==> config.mk <==
export PLATFORM = sky130hd
export DESIGN_NAME = ocp_boot_copier
export DESIGN_NICKNAME = d
export VERILOG_FILES = /design/src/rtl/ocp_boot_copier.sv
export SDC_FILE = /design/constraint.sdc
export NUM_CORES = 1
export LEC_CHECK = 0
export CORE_MARGIN = 1.5
export CORE_UTILIZATION = 52
export CTS_BUF_LIST = sky130_fd_sc_hd__clkbuf_8 sky130_fd_sc_hd__clkbuf_16
export DETAILED_ROUTE_END_ITERATION = 8
export PLACE_DENSITY = 0.83
export SYNTH_ARGS = -nofsm -noshare
export SYNTH_HDL_FRONTEND = slang
export SYNTH_SLANG_ARGS = --single-unit
==> constraint.sdc <==
create_clock -name clk -period 5.4 [get_ports clk]
set_input_delay 0.54 -clock clk [delete_from_list [all_inputs] [get_ports clk]]
set_output_delay 0.54 -clock clk [all_outputs]
set_load 0.02 [all_outputs]
==> src/rtl/ocp_boot_copier.sv <==
//------------------------------------------------------------------------------
// Module      : ocp_boot_copier
// Description : OCP master that shadows a block of 32-bit words from a
//               read-only source slave (boot ROM) into a destination slave
//               (on-chip RAM). Each word is one OCP read then one OCP write;
//               only one port is active at a time.
// Revision    : 1.0 - initial release
//------------------------------------------------------------------------------
// Ports:
//   clk, nrst          clock; asynchronous active-low reset
//   i_start            one-cycle start pulse (sampled only when idle)
//   i_src_addr         source byte address ([1:0] ignored)
//   i_dst_addr         destination byte address ([1:0] ignored)
//   i_nwords           number of words to copy (0 = no bus traffic)
//   o_busy             high from the cycle after an accepted start until
//                      the done pulse
//   o_done             one-cycle completion pulse
//   o_err              sticky error flag, cleared by the next accepted start
//   o_src_M*/i_src_S*  source OCP master port (read only)
//   o_dst_M*/i_dst_S*  destination OCP master port (write only)
//   o_csum             running 32-bit sum of words read (optional)
//
// Build option:
//   BOOT_COPIER_CHECKSUM_EN  when defined, adds the o_csum output and adder.
//------------------------------------------------------------------------------
`default_nettype none

`ifndef ADDR_WIDTH
`define ADDR_WIDTH 32
`endif
`ifndef DATA_WIDTH
`define DATA_WIDTH 32
`endif
`ifndef BEN_WIDTH
`define BEN_WIDTH 4
`endif
`ifndef OCP_CMD_IDLE
`define OCP_CMD_IDLE 3'b000
`endif
`ifndef OCP_CMD_WRITE
`define OCP_CMD_WRITE 3'b001
`endif
`ifndef OCP_CMD_READ
`define OCP_CMD_READ 3'b010
`endif
`ifndef OCP_RESP_NULL
`define OCP_RESP_NULL 2'b00
`endif
`ifndef OCP_RESP_DVA
`define OCP_RESP_DVA 2'b01
`endif
`ifndef OCP_RESP_ERR
`define OCP_RESP_ERR 2'b11
`endif

module ocp_boot_copier #(
  parameter int CNT_WIDTH = 16
) (
  input  logic                   clk,
  input  logic                   nrst,
  input  logic                   i_start,
  input  logic [`ADDR_WIDTH-1:0] i_src_addr,
  input  logic [`ADDR_WIDTH-1:0] i_dst_addr,
  input  logic [CNT_WIDTH-1:0]   i_nwords,
  output logic                   o_busy,
  output logic                   o_done,
  output logic                   o_err,
  output logic [`ADDR_WIDTH-1:0] o_src_MAddr,
  output logic [2:0]             o_src_MCmd,
  input  logic                   i_src_SCmdAccept,
  input  logic [`DATA_WIDTH-1:0] i_src_SData,
  input  logic [1:0]             i_src_SResp,
  output logic [`ADDR_WIDTH-1:0] o_dst_MAddr,
  output logic [2:0]             o_dst_MCmd,
  output logic [`DATA_WIDTH-1:0] o_dst_MData,
  output logic [`BEN_WIDTH-1:0]  o_dst_MByteEn,
  input  logic                   i_dst_SCmdAccept,
  input  logic [1:0]             i_dst_SResp
`ifdef BOOT_COPIER_CHECKSUM_EN
  ,
  output logic [`DATA_WIDTH-1:0] o_csum
`endif
);

  localparam logic [2:0] c_CMD_IDLE  = `OCP_CMD_IDLE;
  localparam logic [2:0] c_CMD_WRITE = `OCP_CMD_WRITE;
  localparam logic [2:0] c_CMD_READ  = `OCP_CMD_READ;
  localparam logic [1:0] c_RESP_DVA  = `OCP_RESP_DVA;
  localparam logic [1:0] c_RESP_ERR  = `OCP_RESP_ERR;

  // Word alignment: the two byte-offset bits are forced to zero.
  localparam logic [`ADDR_WIDTH-1:0] c_ADDR_ALIGN = {{(`ADDR_WIDTH-2){1'b1}}, 2'b00};
  localparam logic [`ADDR_WIDTH-1:0] c_WORD_BYTES = `ADDR_WIDTH'(4);
  localparam logic [CNT_WIDTH-1:0]   c_CNT_ONE    = CNT_WIDTH'(1);

  typedef enum logic [2:0] {
    S_IDLE    = 3'd0,
    S_RD_REQ  = 3'd1,
    S_RD_WAIT = 3'd2,
    S_WR_REQ  = 3'd3,
    S_WR_WAIT = 3'd4,
    S_DONE    = 3'd5
  } state_t;

  state_t                  r_state;
  state_t                  w_state_next;
  logic [`ADDR_WIDTH-1:0]  r_src_ptr;
  logic [`ADDR_WIDTH-1:0]  w_src_ptr_next;
  logic [`ADDR_WIDTH-1:0]  r_dst_ptr;
  logic [`ADDR_WIDTH-1:0]  w_dst_ptr_next;
  logic [CNT_WIDTH-1:0]    r_cnt;
  logic [CNT_WIDTH-1:0]    w_cnt_next;
  logic [`DATA_WIDTH-1:0]  r_data;
  logic [`DATA_WIDTH-1:0]  w_data_next;
  logic                    w_err_next;
`ifdef BOOT_COPIER_CHECKSUM_EN
  logic [`DATA_WIDTH-1:0]  w_csum_next;
`endif

  //----------------------------------------------------------------------------
  // Next-state and datapath
  //----------------------------------------------------------------------------
  always_comb begin
    w_state_next   = r_state;
    w_src_ptr_next = r_src_ptr;
    w_dst_ptr_next = r_dst_ptr;
    w_cnt_next     = r_cnt;
    w_data_next    = r_data;
    w_err_next     = o_err;
`ifdef BOOT_COPIER_CHECKSUM_EN
    w_csum_next    = o_csum;
`endif

    case (r_state)
      S_IDLE: begin
        if (i_start) begin
          w_src_ptr_next = i_src_addr & c_ADDR_ALIGN;
          w_dst_ptr_next = i_dst_addr & c_ADDR_ALIGN;
          w_cnt_next     = i_nwords;
          w_err_next     = 1'b0;
`ifdef BOOT_COPIER_CHECKSUM_EN
          w_csum_next    = '0;
`endif
          w_state_next   = (i_nwords == '0) ? S_DONE : S_RD_REQ;
        end
      end

      S_RD_REQ: begin
        if (i_src_SCmdAccept) begin
          w_state_next = S_RD_WAIT;
        end
      end

      S_RD_WAIT: begin
        // Any other response code (NULL, FAIL) keeps waiting.
        if (i_src_SResp == c_RESP_DVA) begin
          w_data_next  = i_src_SData;
`ifdef BOOT_COPIER_CHECKSUM_EN
          w_csum_next  = o_csum + i_src_SData;
`endif
          w_state_next = S_WR_REQ;
        end else if (i_src_SResp == c_RESP_ERR) begin
          w_err_next   = 1'b1;
          w_state_next = S_DONE;
        end
      end

      S_WR_REQ: begin
        if (i_dst_SCmdAccept) begin
          w_state_next = S_WR_WAIT;
        end
      end

      S_WR_WAIT: begin
        if (i_dst_SResp == c_RESP_DVA) begin
          // Pointers wrap naturally at the address width.
          w_src_ptr_next = r_src_ptr + c_WORD_BYTES;
          w_dst_ptr_next = r_dst_ptr + c_WORD_BYTES;
          w_cnt_next     = r_cnt - c_CNT_ONE;
          w_state_next   = (r_cnt == c_CNT_ONE) ? S_DONE : S_RD_REQ;
        end else if (i_dst_SResp == c_RESP_ERR) begin
          w_err_next   = 1'b1;
          w_state_next = S_DONE;
        end
      end

      S_DONE: begin
        w_state_next = S_IDLE;
      end

      default: begin
        w_state_next = S_IDLE;
      end
    endcase
  end

  //----------------------------------------------------------------------------
  // State and registered outputs. Bus outputs are derived from the next state
  // so the command is on the wire during the whole REQ state and drops to
  // IDLE in the cycle after the accept. o_done follows the DONE state by one
  // cycle, which makes o_busy fall exactly as o_done rises.
  //----------------------------------------------------------------------------
  always_ff @(posedge clk or negedge nrst) begin
    if (!nrst) begin
      r_state       <= S_IDLE;
      r_src_ptr     <= '0;
      r_dst_ptr     <= '0;
      r_cnt         <= '0;
      r_data        <= '0;
      o_busy        <= 1'b0;
      o_done        <= 1'b0;
      o_err         <= 1'b0;
      o_src_MAddr   <= '0;
      o_src_MCmd    <= c_CMD_IDLE;
      o_dst_MAddr   <= '0;
      o_dst_MCmd    <= c_CMD_IDLE;
      o_dst_MData   <= '0;
      o_dst_MByteEn <= '0;
`ifdef BOOT_COPIER_CHECKSUM_EN
      o_csum        <= '0;
`endif
    end else begin
      r_state       <= w_state_next;
      r_src_ptr     <= w_src_ptr_next;
      r_dst_ptr     <= w_dst_ptr_next;
      r_cnt         <= w_cnt_next;
      r_data        <= w_data_next;
      o_busy        <= (w_state_next != S_IDLE);
      o_done        <= (r_state == S_DONE);
      o_err         <= w_err_next;
      o_src_MCmd    <= (w_state_next == S_RD_REQ) ? c_CMD_READ : c_CMD_IDLE;
      o_src_MAddr   <= (w_state_next == S_RD_REQ) ? w_src_ptr_next : '0;
      o_dst_MCmd    <= (w_state_next == S_WR_REQ) ? c_CMD_WRITE : c_CMD_IDLE;
      o_dst_MAddr   <= (w_state_next == S_WR_REQ) ? w_dst_ptr_next : '0;
      o_dst_MData   <= (w_state_next == S_WR_REQ) ? w_data_next : '0;
      o_dst_MByteEn <= (w_state_next == S_WR_REQ) ? {`BEN_WIDTH{1'b1}} : '0;
`ifdef BOOT_COPIER_CHECKSUM_EN
      o_csum        <= w_csum_next;
`endif
    end
  end

endmodule

`default_nettype wire

==> qor.txt <==
Clock skew - 9.91 ps
Clock Root Buffer - clkbuf_16
Total number of vias - 8,280
Port bufs - 221
Sink Count - 216
Tot GR Track Use - 0.269
Die span in y - 141 um
WL per Instance - 18.8 um
Core box area - 18,600 sq um
Ant. Diodes - 0
Clk_lat worst skew - 520 ps
Lkg Pwr - 5.57 nW
Leading cell type in the layout, fill and taps excluded - clkdlybuf4s50_1
Outcome - complete, no violations
DRT antenna net count - 0
Setup Crit Path Kind - reg -> reg
Largest net degree at the start of global routing - 124
Commonest non-fill, non-tap cells in the layout - clkdlybuf4s50_1 (220), dfrtp_1 (215), and2_1 (93)
Fmax - 0.317 GHz
Async SR Flop Fraction - 1.00
RSZ-0062 raised after global routing - no
Postcts setup bufs - 0
Starting Density - 0.529
Maximum fanout along the worst path - 57
Row Count - 50
CTS tree - built
EDFF count, synth - 0
#FFs+latches synth - 216
Post-synth top area share - 0.548
H-tree depth - 1
Mapped Cells - 964
Final Critical Period - 3160 ps
CP startpoint kind - flip-flop
Layout Area Growth over Synthesis - 33.1%
Critical Path Slowest Stage Cell - dfrtp_2
Number of vias per cell - 5.86
Final #Nets - 1,288
Final setup fails - 0
Ratio of cells with drive above 1 in the final layout - 0.0967
Worst slew pin tran - 1270 ps
# IOs - 230
WP data arrival - 3560 ps
Hold Crit Class - in -> async
Max-Cap Viols - 0
Vias in the first global route - 7,941
Worst EP required - 5800 ps
Worst hold slack - 159 ps
Grt ovf - 0
Antenna violations before repair - 1
Relative slew slack - 0.147
CTS max path bufs - 3
Num CTS Buffers - 24
Final hold violations - 0
Setup total negative slack - 0 ps
Fin crit share - 0.585
Final Routed Wirelength - 26,500 um
CP Cell Sequence - nand2b_1 > nor2_2 > nand4_1 > o211a_1 > a211o_1 > and2_1
Most used DFF post-synth - dfrtp_1
Worst path max stage delay - 1010 ps
Die area - 19,800 sq um
DRC - 0
Die width - 141 um
Post-cts resize count - 0
Peak supply drop - 0.000364 V
Detailed Place HPWL - 17,700 um
Initial drt markers - 594
Synth unique cells - 66
Final Slew Violations - 0
Seq/Total Area, Yosys - 0.548
Pwr dens - 581 nW/um^2
YS warnings - 0
Number of detailed-route iterations in the first pass - 5
Post-Syn Area - 9860 sq um
Critical Path Sink Type - flip-flop
Synth area leaders - dfrtp_1 (55%), and2_1 (5.9%), mux2_2 (3.9%), o21ai_0 (3.1%), a21oi_1 (3.0%)
First-pass GRT wire length - 42,200 um
Routability cong. - 0.899
Mean Syn Cell Area - 10.2 sq um
Hold-fix buffers, CTS - 0
Top cell type by total area after synthesis - dfrtp_1
Worst-path clk slew - 60 ps
[state kept, by name (all words and copies together), names as in the netlist]
name / flops
o_dst_MAddr: 32
o_src_MAddr: 32
r_cnt: 16
r_src_ptr: 32
r_dst_ptr: 32
o_busy: 1
o_src_MCmd: 1
o_done: 1
o_dst_MByteEn: 1
r_state: 3
o_err: 1
o_dst_MData: 32
r_data: 32
[through the flow]
| stage | cell area [sq um] | total power [W] | utilization | std cells | setup slack (ps) |
|---|---|---|---|---|---|
| 2_1_floorplan | 9870 | 0.00456 | - | 967 | 3150 |
| 3_3_place_gp | 12200 | 0.00562 | 0.654 | 1371 | 1780 |
| 3_5_place_dp | 12200 | 0.00573 | 0.654 | 1371 | 1780 |
| 4_1_cts | 13100 | 0.00765 | 0.704 | 1413 | 2270 |
| 5_1_grt | 13100 | 0.00807 | 0.704 | 1413 | 2050 |
| 6_report | 13100 | 0.00763 | 0.704 | 1413 | 2240 |
[synth_stat cells (all sizes together), types with 4 or more instances]
| cell type | n |
|---|---|
| dfrtp | 216 |
| and2 | 94 |
| nand2 | 75 |
| nor2 | 67 |
| o21ai | 64 |
| a21oi | 60 |
| clkbuf | 47 |
| nand3 | 43 |
| mux2 | 34 |
| nand4 | 24 |
| nor3 | 21 |
| nor4 | 21 |
| a22oi | 20 |
| inv | 15 |
| buf | 14 |
| o22ai | 14 |
| mux2i | 12 |
| and3 | 10 |
| o211ai | 10 |
| xor2 | 8 |
| nand2b | 7 |
| or2 | 7 |
| a221o | 6 |
| nor2b | 6 |
| xnor2 | 6 |
| a31oi | 5 |
| a32oi | 5 |
| or3 | 5 |
| or4 | 5 |
| ha | 4 |
| nand3b | 4 |
[cell families after synthesis]
| group | after synthesis | share of synthesized area |
|---|---|---|
| flip-flops | 216 | 0.548 |
| multiplexers | 46 | 0.0510 |
| AO/OA/AOI/OAI | 208 | 0.130 |
| adder cells (fa/ha/maj) | 4 | 0.00507 |
| other | 1 | 0.000380 |
| buffers and inverters | 77 | 0.0348 |
| AND/OR/NAND/NOR | 398 | 0.218 |
| XOR/XNOR | 14 | 0.0124 |
[power by group]
part	leakage, nW	internal [W]	switching [W]	total, W
Clock	0.450	0.00121	0.000658	0.00187
Combinational	2.34	0.00128	0.00163	0.00291
Sequential	2.79	0.00229	0.000559	0.00285
[layer usage]
layer	up-vias	global-route usage	share of wire
met4	2	0.101	0.036
met1	4016	0.350	0.41
met2	359	0.444	0.49
li1	3827	-	-
met5	-	0	0.00045
met3	76	0.0557	0.072
[final timing paths]
check                      startpoint         endpoint  slack (ps)  depth (start not counted)
min in group clk           r_data[21]       r_data[21]         490                          1
setup reg to reg           r_state[2]  o_src_MAddr[15]        2240                          6
hold / removal                   nrst   o_dst_MData[3]         160                          1
setup / recovery           r_state[2]  o_src_MAddr[15]        2240                          6
max in group asynchronous        nrst       r_state[2]        4000                          2
hold reg to reg            r_data[21]       r_data[21]         490                          1
[worst max-delay path, delay by kind of cell (launching register included)]
kind,cells,cell delay [ps]
flip-flops,1,1010
AO/OA/AOI/OAI,2,580
AND/OR/NAND/NOR,4,1450
[layout make-up]
type                    count  area [sq um]
clock buffers              29           669
clock inverters            13           256
fillers                  1397          5520
inverters                  16          60.1
multi-input cells         674          4150
flip-flops and latches    216          5410
well taps                 234           293
repair buffers            231          2290
Power figures use the tool's default switching activity.
